--- src/rtl/apb_rr_master.sv ---
// apb_rr_master
//   Round-robin APB master scheduler. NUM_REQ request/response clients share
//   one 32-bit APB bus, with exactly one transfer in flight at a time. Each
//   ACCESS phase is guarded by a pready timeout watchdog.
//
// Handshake:
//   In IDLE, the winning requester sees req_ready high combinationally in the
//   same cycle as its req_valid. Its write, addr and wdata fields are captured
//   on that clock edge only. The requester may change them freely afterwards.
//   rsp_valid is a one-cycle pulse to the owner and has no backpressure.
//   rsp_rdata and rsp_err are meaningful only while rsp_valid is high.
//
// Ports:
//   clk, rst               rising-edge clock, async active-high reset
//   req_valid/ready        per-requester request / one-hot grant
//   req_write/addr/wdata   packed per-requester transfer fields
//   rsp_valid/rdata/err    one-hot completion pulse, shared read data, error
//   psel/penable/pwrite    APB control
//   paddr/pwdata/prdata    APB address and data
//   pready/pslverr         APB completion and error
//   dbg_state_o            current FSM state (0 idle, 1 setup, 2 access)
module apb_rr_master #(
   parameter int NUM_REQ        = 3,
   parameter int APB_ADDR_WIDTH = 12,
   parameter int TIMEOUT        = 256
) (
   input  logic                              clk,
   input  logic                              rst,
   input  logic [NUM_REQ-1:0]                req_valid,
   output logic [NUM_REQ-1:0]                req_ready,
   input  logic [NUM_REQ-1:0]                req_write,
   input  logic [NUM_REQ*APB_ADDR_WIDTH-1:0] req_addr,
   input  logic [NUM_REQ*32-1:0]             req_wdata,
   output logic [NUM_REQ-1:0]                rsp_valid,
   output logic [31:0]                       rsp_rdata,
   output logic                              rsp_err,
   output logic                              psel,
   output logic                              penable,
   output logic                              pwrite,
   output logic [APB_ADDR_WIDTH-1:0]         paddr,
   output logic [31:0]                       pwdata,
   input  logic [31:0]                       prdata,
   input  logic                              pready,
   input  logic                              pslverr,
   output logic [1:0]                        dbg_state_o
);

   localparam int IDX_W = $clog2(NUM_REQ);
   localparam int CNT_W = (TIMEOUT > 1) ? $clog2(TIMEOUT) : 1;
   localparam int TO_LAST = (TIMEOUT > 0) ? TIMEOUT - 1 : 0;
   localparam logic [CNT_W-1:0] TO_LAST_C = CNT_W'(TO_LAST);
   localparam logic [IDX_W:0]   NREQ_C    = (IDX_W+1)'(NUM_REQ);

   typedef enum logic [1:0] {
      S_IDLE   = 2'd0,
      S_SETUP  = 2'd1,
      S_ACCESS = 2'd2
   } state_t;

   state_t                    state_q;
   logic [IDX_W-1:0]          ptr_q;      // last winner, also owner of the transfer in flight
   logic [CNT_W-1:0]          cnt_q;
   logic                      psel_q;
   logic                      penable_q;
   logic                      pwrite_q;
   logic [APB_ADDR_WIDTH-1:0] paddr_q;
   logic [31:0]               pwdata_q;
   logic [NUM_REQ-1:0]        rsp_valid_q;
   logic [31:0]               rsp_rdata_q;
   logic                      rsp_err_q;

   logic                      win_found;
   logic [IDX_W-1:0]          win_idx;
   logic [IDX_W:0]            cand;

   // Round-robin scan upward from ptr+1. The candidate is one bit wider than
   // the index so that ptr+i cannot overflow before the modulo fold.
   always_comb begin
      win_found = 1'b0;
      win_idx   = ptr_q;
      cand      = '0;
      for (int i = 1; i <= NUM_REQ; i++) begin
         cand = {1'b0, ptr_q} + (IDX_W+1)'(i);
         if (cand >= NREQ_C) cand = cand - NREQ_C;
         if (!win_found && req_valid[cand[IDX_W-1:0]]) begin
            win_found = 1'b1;
            win_idx   = cand[IDX_W-1:0];
         end
      end
   end

   always_comb begin
      req_ready = '0;
      if (state_q == S_IDLE && win_found) req_ready[win_idx] = 1'b1;
   end

   always_ff @(posedge clk or posedge rst) begin
      if (rst) begin
         state_q     <= S_IDLE;
         ptr_q       <= IDX_W'(NUM_REQ - 1);
         cnt_q       <= '0;
         psel_q      <= 1'b0;
         penable_q   <= 1'b0;
         pwrite_q    <= 1'b0;
         paddr_q     <= '0;
         pwdata_q    <= '0;
         rsp_valid_q <= '0;
         rsp_rdata_q <= '0;
         rsp_err_q   <= 1'b0;
      end else begin
         rsp_valid_q <= '0;
         case (state_q)
            S_IDLE: begin
               if (win_found) begin
                  ptr_q    <= win_idx;
                  pwrite_q <= req_write[win_idx];
                  paddr_q  <= req_addr[win_idx*APB_ADDR_WIDTH +: APB_ADDR_WIDTH];
                  pwdata_q <= req_wdata[win_idx*32 +: 32];
                  psel_q   <= 1'b1;
                  state_q  <= S_SETUP;
               end
            end
            S_SETUP: begin
               penable_q <= 1'b1;
               cnt_q     <= '0;
               state_q   <= S_ACCESS;
            end
            S_ACCESS: begin
               if (pready) begin
                  rsp_rdata_q        <= pwrite_q ? 32'h0 : prdata;
                  rsp_err_q          <= pslverr;
                  rsp_valid_q[ptr_q] <= 1'b1;
                  psel_q             <= 1'b0;
                  penable_q          <= 1'b0;
                  state_q            <= S_IDLE;
               end else if (TIMEOUT != 0 && cnt_q == TO_LAST_C) begin
                  // Watchdog expiry completes the transfer as an error.
                  rsp_rdata_q        <= 32'h0;
                  rsp_err_q          <= 1'b1;
                  rsp_valid_q[ptr_q] <= 1'b1;
                  psel_q             <= 1'b0;
                  penable_q          <= 1'b0;
                  state_q            <= S_IDLE;
               end else if (TIMEOUT != 0) begin
                  cnt_q <= cnt_q + 1'b1;
               end
            end
            default: begin
               psel_q    <= 1'b0;
               penable_q <= 1'b0;
               state_q   <= S_IDLE;
            end
         endcase
      end
   end

   assign psel        = psel_q;
   assign penable     = penable_q;
   assign pwrite      = pwrite_q;
   assign paddr       = paddr_q;
   assign pwdata      = pwdata_q;
   assign rsp_valid   = rsp_valid_q;
   assign rsp_rdata   = rsp_rdata_q;
   assign rsp_err     = rsp_err_q;
   assign dbg_state_o = state_q;

endmodule

--- config.mk ---
export PLATFORM = sky130hd
export DESIGN_NAME = apb_rr_master
export DESIGN_NICKNAME = d
export VERILOG_FILES = /design/src/rtl/apb_rr_master.sv
export SDC_FILE = /design/constraint.sdc
export NUM_CORES = 1
export LEC_CHECK = 0
export BUFFER_PORTS_ARGS = -buffer_cell sky130_fd_sc_hd__buf_4
export CORE_MARGIN = 3
export CORE_UTILIZATION = 25
export DETAILED_ROUTE_END_ITERATION = 16
export HOLD_SLACK_MARGIN = 0.12
export MAX_ROUTING_LAYER = met4
export PLACE_DENSITY = 0.62
export SETUP_SLACK_MARGIN = 0.05
export SYNTH_ARGS = -nofsm -noshare
export SYNTH_HDL_FRONTEND = slang
export SYNTH_SLANG_ARGS = --single-unit
--- constraint.sdc ---
create_clock -name clk -period 3.2 [get_ports clk]
set_clock_uncertainty 0.15 [all_clocks]
set_input_delay 0.64 -clock clk [delete_from_list [all_inputs] [get_ports clk]]
set_output_delay 0.64 -clock clk [all_outputs]
set_load 0.005 [all_outputs]
==> key figures <==
Timing
  • PnR worst setup slack: -0.0720 ns
  • Tcrit/Tclk final: 1.02
  • Unrepaired setup endpoints after global routing: true
  • Final setup violation count: 3
  • Fmax: 306 MHz
  • Slew margin rel.: 0.632
  • Fin crit period: 3.27 ns
  • Final hold violations: 0
  • Worst slew pin tran: 0.553 ns
  • Pins over their slew limit: 0

GRT
  • GRT overflow: 0
  • Initial antenna violation count: 0
  • Largest net degree at the start of global routing: 96
  • Vias in the first global route: 4,931
  • Global-route wire length before repair: 25,800 um
  • Total GRT Usage: 0.150

Synthesis
  • Simple-gate share of the synthesized area: 0.169
  • Main combinational cell family by area after synthesis: compound AO/OA/AOI/OAI gates
  • Adder-cell share of the synthesized area: 0.0122
  • Synth cell types: 52
  • Yosys Warn Count: 0
  • Syn nets: 678
  • Synth Cell Area: 0.00511 mm2
  • Seq cells post-synth: 95
  • Sequential-to-total area share from yosys stat: 0.465
  • Compound-gate portion of the synthesized area: 0.187
  • Synthesized area per cell: 10.3 um2
  • Xor and xnor fraction of the mapped netlist area: 0.00514
  • Mapped Cells: 499
  • Main flop type after synthesis: dfrtp_1
  • EDFF count, synth: 0
  • Post-synthesis mux area share: 0.110
  • Ys async rst share: 1.00

Setup path
  • Arrival time at the worst endpoint: 2.48 ns
  • Crit path capture type: output pin
  • Worst-path cell chain: inv_4 > ha_4 > or3b_1 > a2111o_1 > o311ai_4 > buf_4 > nor2_4 > and2_4 > buf_6
  • Worst endpoint required time: 2.41 ns
  • Worst setup SP type: register
  • Critical path class: reg2out
  • Slowest stage delay, CP: 0.58 ns
  • Buf+Inv Stages, Crit Path: 3
  • Largest fanout on the critical path: 3
  • Slowest CP cell: dfstp_2
  • Worst path top cell family by delay: flip-flops

Clocking
  • H-tree depth: 3
  • TritonCTS Buffers: 9
  • Clk buf depth: 2
  • Clock-pin slew of the registers on the worst-case setup and hold paths: 0.07 ns
  • CTS sink count: 95
  • Clock Latency Late Sink: 0.34 ns
  • Hold buffers post-CTS: 0
  • CTS root buf: clkbuf_16
  • TritonCTS clock tree: built

Place
  • HPWL after detailed placement: 11,800 um
  • IO buf count: 261
  • GP Congestion: 0.817
  • Cells after DPL: 1,002

Power
  • Clock share of power: 0.115
  • Pwr Density: 1120 mW/mm2
  • P_leak: 0.00358 uW
  • Total net switching power: 3720 uW
  • Part of the power in registers: 0.248
  • Sw Ratio: 0.428
  • Comb pwr share: 0.637
  • Int Pwr: 4990 uW
  • Total power: 8710 uW
  • VDD IR-drop max: 0.00120 V

Routing
  • Drt first pass iters: 4
  • Vias/cell: 4.66
  • Drt total wl: 16,400 um
  • Via Count: 4,772
  • Final ANT Viol Nets: 0
  • Avg WL per Cell: 16.0 um
  • DRT iter0 DRCs: 134
  • DRC: 0

Hold path
  • Worst Hold Class: in2async

Status
  • Status: finished with violations
  • Failing checks: negative setup slack

Floorplanning
  • Die area: 0.0222 mm2
  • Die Ht: 149 um
  • Core Region: 0.0198 mm2
  • Initial Utilization: 0.259
  • Die X: 149 um
  • I/O pin cnt: 262
  • Cell Rows: 51

Finish
  • Area grow syn2layout: 52.4%
  • Layout cells sized above 1: 0.471
  • Final Non-Filler Cells: 1,025
  • Final Net Count: 934
  • N_diodes: 0
  • Fillers: 2,020

Flow run
  • Max-Cap Viols: 0
power groups by stage:
stage               logic [uW]  clock network, uW  registers [uW]
finish                    5550                999            2160
global route              6100               1110            2240
CTS                       5600               1050            2170
detailed placement        5340                  0            2180
global placement          5280                  0            2160
floorplan                 3460                  0            2150
final timing paths:
kind	cells after the start	startpoint	end	slack, ns
worst max-delay path	9	ptr_q[1]	req_ready[2]	-0.07
worst min-delay path	3	rst	rsp_rdata[31]	0.28
worst max register to register	9	ptr_q[1]	paddr[2]	0.29
worst min register to register	1	penable	penable	0.35
max in group asynchronous	3	rst	ptr_q[1]	2.18
min in group clk	1	penable	penable	0.35
state kept, by name, indices dropped and copies added (netlist names):
signal       count
pwdata          32
rsp_rdata       32
paddr           12
cnt_q            8
rsp_valid        3
dbg_state_o      2
ptr_q            2
penable          1
psel             1
pwrite           1
rsp_err          1
worst min-delay path: stages:
cell and delay [ns]:
buf_4 0.12, clkinvlp_4 0.07, buf_12 0.39
routing by layer:
metal	GRT usage	wire length, um	vias to the layer above
met3	0.0435	1470	17
met2	0.245	7810	219
met1	0.184	6940	2226
met4	0.0366	193	0
li1	-	-	2310
met5	-	0	-
cell usage after synthesis, types with 3 or more instances:
library cell  instances  share of area
buf_4                 7          0.010
a21oi_1               5         0.0049
nand3_1              52          0.051
mux2_1               39          0.086
inv_1                 9         0.0066
mux2_2                7          0.015
mux2i_1               3         0.0059
a31oi_2              27          0.066
xnor2_1               3         0.0051
a31oi_1              18          0.022
nor2b_1               4         0.0049
dfrtp_1              94           0.46
nand2_1              58          0.043
nor4_1                4         0.0049
clkbuf_1             19          0.014
buf_2                 7         0.0068
o21ai_0               3         0.0029
buf_6                 6          0.013
ha_1                  5          0.012
a22o_1               32          0.055
nor2_1               55          0.040
kinds of logic (layout without fill, tap and decap cells):
kind of cell,count (synthesis),count (layout)
AO/OA/AOI/OAI,106,106
XOR/XNOR,3,3
adder cells (fa/ha/maj),5,5
buffers and inverters,49,310
flip-flops,95,95
multiplexers,50,50
AND/OR/NAND/NOR,191,191
layout make-up:
type / instances / area (um2) / share of cell area
Tap cell: 265 / 332 / 0.0425
Multi-Input combinational cell: 355 / 2580 / 0.330
Clock buffer: 11 / 233 / 0.0299
Sequential cell: 95 / 2380 / 0.305
Clock inverter: 5 / 35.0 / 0.00449
Timing Repair Buffer: 285 / 2200 / 0.282
Inverter: 9 / 40.0 / 0.00514
placed cells by master (no fill, tap or decap), types with 3 or more instances in the layout:
cell / instances
nor2_1: 54
a31oi_1: 18
nor4_1: 4
a31oi_2: 27
mux2_1: 39
buf_4: 278
dfrtp_1: 94
nand3_1: 52
inv_1: 7
a21oi_1: 5
buf_6: 3
o21ai_0: 3
mux2_2: 7
nor2b_1: 4
buf_12: 4
clkbuf_16: 9
a22o_1: 32
mux2i_1: 3
nand2_1: 56
xnor2_1: 3
metrics by stage:
step | util | TNS (ns) | hold WS [ns] | cell area [um2] | worst slack (ns)
after global placement | 0.373 | 0 | 0.327 | 7380 | 0.0971
after detailed placement | 0.373 | 0 | 0.341 | 7380 | 0.0662
after global routing | 0.394 | -0.417 | 0.326 | 7790 | -0.150
after CTS | 0.393 | -0.212 | 0.310 | 7780 | -0.107
after floorplan | - | 0 | 0.338 | 5120 | 0.0613
final | 0.394 | -0.175 | 0.280 | 7790 | -0.0720
timing repair:
action / in CTS / in global routing
pin swaps: 6 / 3
cloned: 0 / 0
resized for setup: 17 / 3
endpoints found under the setup margin: 3 / 3
setup buffers: 6 / 1
Power figures use the tool's default switching activity.
